===== src/rtl/axi_lite_ram_bridge.sv =====
// axi_lite_ram_bridge: AXI4-Lite slave that turns single transactions into one-cycle Ram commands
// Ports:
//   ACLK, ARESET        clock, asynchronous active-high reset
//   S_AW*/S_W*/S_B*     AXI4-Lite write address, data and response channels
//   S_AR*/S_R*          AXI4-Lite read address and data channels
//   RamWrite*/RamRead*  word address, data and size code towards the Ram wrapper
//   WriteEnable/ReadEnable  one-cycle command pulses
//   RamWriteReady/RamReadReady  completion pulses from the Ram wrapper
// Optional: define RAM_BRIDGE_TIMEOUT_EN to abort a stalled Ram access with SLVERR after 65535 cycles.
module axi_lite_ram_bridge #(
   parameter logic [63:0] RAM_BASE  = 64'h0000_0000_8000_0000,
   parameter logic [31:0] RAM_WORDS = 32'h0fff_ffff
) (
   input  logic        ACLK,
   input  logic        ARESET,
   input  logic [63:0] S_AWADDR,
   input  logic        S_AWVALID,
   output logic        S_AWREADY,
   input  logic [63:0] S_WDATA,
   input  logic [7:0]  S_WSTRB,
   input  logic        S_WVALID,
   output logic        S_WREADY,
   output logic [1:0]  S_BRESP,
   output logic        S_BVALID,
   input  logic        S_BREADY,
   input  logic [63:0] S_ARADDR,
   input  logic        S_ARVALID,
   output logic        S_ARREADY,
   output logic [63:0] S_RDATA,
   output logic [1:0]  S_RRESP,
   output logic        S_RVALID,
   input  logic        S_RREADY,
   output logic [63:0] RamWriteAddr,
   output logic [63:0] RamWriteData,
   output logic [3:0]  RamWriteStrb,
   output logic [63:0] RamReadAddr,
   output logic        WriteEnable,
   output logic        ReadEnable,
   input  logic [63:0] RamReadData,
   input  logic        RamReadReady,
   input  logic        RamWriteReady
);
   typedef enum logic [2:0] {IDLE, WR_ISSUE, WR_WAIT, WR_RESP, RD_ISSUE, RD_WAIT, RD_RESP} state_t;
   state_t state_q;
   logic aw_full_q, w_full_q, ar_full_q, prefer_rd_q;
   logic [63:0] aw_addr_q, w_data_q, ar_addr_q;
   logic [7:0] w_strb_q;
`ifdef RAM_BRIDGE_TIMEOUT_EN
   logic [15:0] tmo_q;
`endif
   logic in_resp, w_in, r_in, w_ok, wr_go, rd_go;
   logic [63:0] w_off, r_off;
   logic [3:0] w_size;
   assign in_resp = state_q == WR_RESP || state_q == RD_RESP;
   // Gated by ARESET so every output reads 0 while reset is held.
   assign S_AWREADY = !ARESET && !aw_full_q && !in_resp;
   assign S_WREADY  = !ARESET && !w_full_q && !in_resp;
   assign S_ARREADY = !ARESET && !ar_full_q && !in_resp;
   assign w_off = aw_addr_q - RAM_BASE;
   assign r_off = ar_addr_q - RAM_BASE;
   assign w_in = aw_addr_q >= RAM_BASE && w_off[63:3] < {29'b0, RAM_WORDS};
   assign r_in = ar_addr_q >= RAM_BASE && r_off[63:3] < {29'b0, RAM_WORDS};
   assign w_size = w_strb_q == 8'h01 ? 4'd1 :
                   w_strb_q == 8'h03 ? 4'd2 :
                   w_strb_q == 8'h0F ? 4'd4 :
                   w_strb_q == 8'hFF ? 4'd8 : 4'd0;
   assign w_ok = w_in && |w_size;
   // On a tie the side that did not win last time goes first.
   assign wr_go = aw_full_q && w_full_q && (!ar_full_q || !prefer_rd_q);
   assign rd_go = ar_full_q && !wr_go;
   always_ff @(posedge ACLK or posedge ARESET) begin
      if (ARESET) begin
         state_q      <= IDLE;
         aw_full_q    <= 1'b0;
         w_full_q     <= 1'b0;
         ar_full_q    <= 1'b0;
         prefer_rd_q  <= 1'b0;
         aw_addr_q    <= '0;
         w_data_q     <= '0;
         w_strb_q     <= '0;
         ar_addr_q    <= '0;
         S_BRESP      <= '0;
         S_BVALID     <= 1'b0;
         S_RDATA      <= '0;
         S_RRESP      <= '0;
         S_RVALID     <= 1'b0;
         RamWriteAddr <= '0;
         RamWriteData <= '0;
         RamWriteStrb <= '0;
         RamReadAddr  <= '0;
         WriteEnable  <= 1'b0;
         ReadEnable   <= 1'b0;
`ifdef RAM_BRIDGE_TIMEOUT_EN
         tmo_q        <= '0;
`endif
      end else begin
         if (S_AWVALID && S_AWREADY) begin
            aw_full_q <= 1'b1;
            aw_addr_q <= S_AWADDR;
         end
         if (S_WVALID && S_WREADY) begin
            w_full_q <= 1'b1;
            w_data_q <= S_WDATA;
            w_strb_q <= S_WSTRB;
         end
         if (S_ARVALID && S_ARREADY) begin
            ar_full_q <= 1'b1;
            ar_addr_q <= S_ARADDR;
         end
         WriteEnable <= 1'b0;
         ReadEnable  <= 1'b0;
         case (state_q)
            IDLE: begin
               if (wr_go) begin
                  prefer_rd_q <= 1'b1;
                  if (w_ok) begin
                     state_q      <= WR_ISSUE;
                     WriteEnable  <= 1'b1;
                     RamWriteAddr <= {3'b0, w_off[63:3]};
                     RamWriteData <= w_data_q;
                     RamWriteStrb <= w_size;
                  end else begin
                     state_q  <= WR_RESP;
                     S_BVALID <= 1'b1;
                     S_BRESP  <= 2'b10;
                  end
               end else if (rd_go) begin
                  prefer_rd_q <= 1'b0;
                  if (r_in) begin
                     state_q     <= RD_ISSUE;
                     ReadEnable  <= 1'b1;
                     RamReadAddr <= {3'b0, r_off[63:3]};
                  end else begin
                     state_q  <= RD_RESP;
                     S_RVALID <= 1'b1;
                     S_RRESP  <= 2'b10;
                     S_RDATA  <= '0;
                  end
               end
            end
            WR_ISSUE: begin
               state_q <= WR_WAIT;
`ifdef RAM_BRIDGE_TIMEOUT_EN
               tmo_q   <= '0;
`endif
            end
            WR_WAIT: begin
               if (RamWriteReady) begin
                  state_q  <= WR_RESP;
                  S_BVALID <= 1'b1;
                  S_BRESP  <= 2'b00;
               end
`ifdef RAM_BRIDGE_TIMEOUT_EN
               else if (tmo_q == 16'hFFFF) begin
                  state_q  <= WR_RESP;
                  S_BVALID <= 1'b1;
                  S_BRESP  <= 2'b10;
               end else tmo_q <= tmo_q + 16'd1;
`endif
            end
            WR_RESP: begin
               if (S_BREADY) begin
                  state_q   <= IDLE;
                  S_BVALID  <= 1'b0;
                  aw_full_q <= 1'b0;
                  w_full_q  <= 1'b0;
               end
            end
            RD_ISSUE: begin
               state_q <= RD_WAIT;
`ifdef RAM_BRIDGE_TIMEOUT_EN
               tmo_q   <= '0;
`endif
            end
            RD_WAIT: begin
               if (RamReadReady) begin
                  state_q  <= RD_RESP;
                  S_RVALID <= 1'b1;
                  S_RRESP  <= 2'b00;
                  S_RDATA  <= RamReadData;
               end
`ifdef RAM_BRIDGE_TIMEOUT_EN
               else if (tmo_q == 16'hFFFF) begin
                  state_q  <= RD_RESP;
                  S_RVALID <= 1'b1;
                  S_RRESP  <= 2'b10;
                  S_RDATA  <= '0;
               end else tmo_q <= tmo_q + 16'd1;
`endif
            end
            RD_RESP: begin
               if (S_RREADY) begin
                  state_q   <= IDLE;
                  S_RVALID  <= 1'b0;
                  ar_full_q <= 1'b0;
               end
            end
            default: state_q <= IDLE;
         endcase
      end
   end
endmodule


===== config.mk =====
export PLATFORM = sky130hd
export DESIGN_NAME = axi_lite_ram_bridge
export DESIGN_NICKNAME = d
export VERILOG_FILES = /design/src/rtl/axi_lite_ram_bridge.sv
export SDC_FILE = /design/constraint.sdc
export NUM_CORES = 1
export LEC_CHECK = 0
export CORE_AREA = 2 2 212 214
export CTS_CLUSTER_SIZE = 40
export DETAILED_ROUTE_END_ITERATION = 8
export DIE_AREA = 0 0 214 216
export PLACE_DENSITY = 0.76
export REMOVE_ABC_BUFFERS = 1
export SYNTH_ARGS = -nofsm -noshare
export SYNTH_HDL_FRONTEND = slang
export SYNTH_SLANG_ARGS = --single-unit

===== constraint.sdc =====
create_clock -name ACLK -period 23.7 [get_ports ACLK]
set_input_delay 4.74 -clock ACLK [delete_from_list [all_inputs] [get_ports ACLK]]
set_output_delay 4.74 -clock ACLK [all_outputs]
set_load 0.03 [all_outputs]

-- Word-level counts from Yosys, hierarchy flattened
Cells that the tools add are included.
- logic and storage cells: 142
- output and inout port bits: 271
- register bits after elaboration: 469
- input port bits: 273
- eq/ne operators: 20
- mux-type cells: 56
- order comparisons: 4
- bitwise logic cells: 1
- reduce and logical (&&, ||, !) cells: 39
- $add $sub $neg: 2
- operator list (cell ; count):
    64-bit 2-to-1 mux ; 4
    64-bit by 32-bit >= comparator with 1-bit output, second input constant ; 2
    64-bit case mux with 2 select lines ; 1
    64-bit by 32-bit subtractor with 64-bit output, second input constant ; 2
    61-bit by 28-bit < comparator with 1-bit output, second input constant ; 2
    1-bit 2-to-1 mux ; 27
    3-bit case mux with 7 select lines ; 1
    2-bit 2-to-1 mux ; 9
    3-bit 2-to-1 mux ; 6
    2-bit inequality test, second input constant ; 9
    4-bit 2-to-1 mux ; 4
    1-bit logical AND ; 15
    5-bit AND reduction ; 3
    3-bit equality test, second input constant ; 3
    8-bit by 1-bit equality test with 1-bit output, second input constant ; 1
    8-bit by 2-bit equality test with 1-bit output, second input constant ; 1
    8-bit by 4-bit equality test with 1-bit output, second input constant ; 1
    8-bit equality test, second input constant ; 1
    2-bit case mux with 2 select lines ; 2
    4-bit AND reduction ; 2
    1-bit logical NOT ; 7
    3-bit by 2-bit equality test with 1-bit output, second input constant ; 2
    1-bit case mux with 3 select lines ; 2
    6-bit AND reduction ; 1
    other kinds (10) ; 14

-- Depth between registers and ports, before layout
- depth after elaboration: 10
- depth in mapped cells: 12
- mapped depth without buffers: 9

-- Worst setup path before layout
No wires, ideal clock.
- kind: input port to output port
- from: in ARESET
- to: out S_ARREADY
- setup slack: 3051 ps
- stages: 3
- arrival time: 15909 ps
- path buffers: 0
- required time: 18960 ps
- cell sequence: inv_1 > nand2_1 > nor2_1
- cells in the longest elaborated chain, start to end: 3
- ends and longest elaborated chain (item ; line ; source):
    from (decl) ; 15 ; input logic ARESET,
    1-bit logical NOT (no source line) ; -- ;
    1-bit logical AND (2 in a row) ; 58 ; assign S_ARREADY = !ARESET && !ar_full_q && !in_resp;
    to (decl) ; 28 ; output logic S_ARREADY,
Every way passes these cells.

-- Worst setup path in the final report
Ends and elaborated chain as after synthesis.

==> run summary <==
Status - finished clean
Hold_buf cts - 0
WP data required - 18960 ps
RSZ-0062 raised after global routing - false
WL met3 - 2820 µm
Clk sinks - 461
Setup ws final - 11980 ps
Die Wd - 214 µm
Worst r2r src - aw_addr_q[31]$_DFFE_PP0P_
Finished Layout Cells - 2507
Fmax - 85.3 MHz
CTS clk-pin slew, worst paths - 60 ps
Avg Cell Area, Syn - 13.6 µm²
Mapped cell area - 18500 µm²
Main synth FF type - dfrtp_1
Largest net degree at the start of global routing - 77
Worst Tran Pin Value - 1080 ps
Antenna viol nets, final - 0
Vias in the first global route - 13100
Total chip power - 2.53 mW
HP Class - flop to flop
H-tree depth - 2
Worst reg2reg path depth - 10
NumNets Final - 2152
Share of cells above drive strength 1 - 21.7%
Clock latency on the worst-skew pair - 570 ps
Top post-synthesis cells by count - dfrtp_1 (461), mux2_2 (236), nand2_1 (153)
Met2 WL - 24300 µm
CTS Root Cell - clkbuf_16
Reg2reg end - RamWriteData[12]$_DFFE_PP0P_
Cell variety after synth - 56
Placer Congestion - 0.877
Drt total wl - 48400 µm
Met1 Wirelength - 19400 µm
Starting density of the core - 42.1%
Place WS - 11950 ps
GRT Util Overall - 20.9%
Filler cell count - 3479
Setup violators final - 0
DR vias/cell - 4.99
Final Skew - 20.9 ps
GRT Residual Overflow - 0
Power per cell area - 97.7 nW/µm²
DP HPWL - 34700 µm
Seq/Total Area, Yosys - 62.5%
Post-CTS setup buffers - 0
Mapped Cells - 1356
R2R Setup Slk - 18950 ps
CTS buffer count - 48
Critical Path Sink Type - primary output
Endpoints failing hold - 0
Hold WS - 482 ps
Starting DRC count in detailed routing - 877
Initial antenna violation count - 6
CP startpoint - ARESET
Area contributors post-synth - dfrtp_1 (62%), mux2_2 (14%), mux2_4 (6.3%)
Fin crit share - 49.4%
Placeable core area - 43800 µm²
EDFF count, synth - 0
Leading area contributor after synthesis - dfrtp_1
Critical path peak fanout - 67
Most frequent cell after synthesis - dfrtp_1
I/O pin count - 544
Syn. warnings - 0
Area grow syn2layout - 40.0%
Rows - 77
Max clock buf depth - 3
DR WL/cell - 19.3 µm
Setup TNS - 0 ps
Seq cells post-synth - 461
Routed vias - 12500
Cts repair resizes - 0
Max-slew violations - 0
WP data arrival - 6980 ps
Maximum VDD drop - 0.0640 mV
Critical Path End - S_ARREADY
Max Cap Viol - 0
CTS tree - yes
PortBufs - 529
Crit Path Class - input port to primary output
Crit path time final - 11720 ps
DR pass1 iterations - 5
Max_slew headroom - 28.0%
Post-synth top area share - 62.5%
Die H - 216 µm
Critical Path Source Type - input port
P_leak - 11.4 nW
FFs w/ async S/R, synth - 100%
DRC - 0
Global-route wire length before repair - 75900 µm
Die area - 46200 µm²
Max Used Layer - met4
Dpl cells - 2419
[where the power goes]
group	internal [mW]	total (mW)	switching [mW]
registers	0.996	1.16	0.166
logic	0.326	0.618	0.293
clock network	0.442	0.746	0.304
[worst min path at each step]
stage / start / to / slack (ps) / cells past startpoint
2_1_floorplan: prefer_rd_q$_DFFE_PP0P_ / prefer_rd_q$_DFFE_PP0P_ / 450 / 2
3_3_place_gp: S_RRESP[1]$_DFFE_PP0P_ / S_RRESP[1]$_DFFE_PP0P_ / 460 / 1
3_5_place_dp: RamReadAddr[50]$_DFFE_PP0P_ / RamReadAddr[50]$_DFFE_PP0P_ / 470 / 1
4_1_cts: RamReadAddr[60]$_DFFE_PP0P_ / RamReadAddr[60]$_DFFE_PP0P_ / 490 / 1
5_1_grt: RamReadAddr[56]$_DFFE_PP0P_ / RamReadAddr[56]$_DFFE_PP0P_ / 490 / 1
6_report: RamReadAddr[56]$_DFFE_PP0P_ / RamReadAddr[56]$_DFFE_PP0P_ / 480 / 1
[placed cells by master (no fill, tap or decap), types with 22 or more instances in the layout]
cell,count
nand2_1,153
nand4_1,29
nor2_1,22
a21oi_1,74
clkdlybuf4s50_1,529
and2_1,66
mux2_2,236
clkbuf_16,49
mux2_4,77
dfrtp_1,461
[critical path, stage by stage]
cell and delay, ps:
clkdlybuf4s50_1 490, inv_8 370, nand2_1 200, nor2_1 380
clkdlybuf4s50_1 750
[logic make-up after synthesis]
| logic type | Yosys count | share of synthesized area, % |
|---|---|---|
| compound gates | 125 | 4.00 |
| xor+xnor | 5 | 0.237 |
| fa+ha+maj | 2 | 0.136 |
| buf+inv | 87 | 2.32 |
| flops | 461 | 62.5 |
| mux | 315 | 20.8 |
| other cells | 1 | 0.0203 |
| simple gates | 360 | 10.0 |
[stage by stage]
| step | cell area [µm²] | utilization [%] |
|---|---|---|
| CTS | 25800 | 58.9 |
| detailed placement | 24300 | 55.4 |
| global placement | 24300 | 55.4 |
| global route | 25800 | 59.0 |
| floorplan | 18100 | - |
| finish | 25800 | 59.0 |
[sequential cells by signal, indices dropped and copies added (netlist names), 3 cells and up]
name and cells:
RamWriteAddr 61, aw_addr_q 61, RamWriteStrb 4, w_data_q 64, RamReadAddr 61, ar_addr_q 61
state_q 3, w_strb_q 8, RamWriteData 64, S_RDATA 64
[per-layer routing]
layer | up-vias | track usage [%]
met3 | 116 | 4.75
met2 | 425 | 34.7
li1 | 5789 | -
met5 | - | 0
met1 | 6190 | 25.5
met4 | 0 | 11.1
[area by class of cell]
type | instances | area, µm² | area share [%]
Sequential cell | 461 | 11500 | 44.6
Clock inverter | 10 | 139 | 0.537
Clock buffer | 72 | 1410 | 5.47
Multi-Input combinational cell | 815 | 6560 | 25.4
Tap cell | 592 | 741 | 2.87
Timing Repair Buffer | 544 | 5410 | 20.9
Inverter | 7 | 33.8 | 0.131
Antenna cell | 6 | 15.0 | 0.0581
Note: power is estimated with default switching activity, not from simulation.
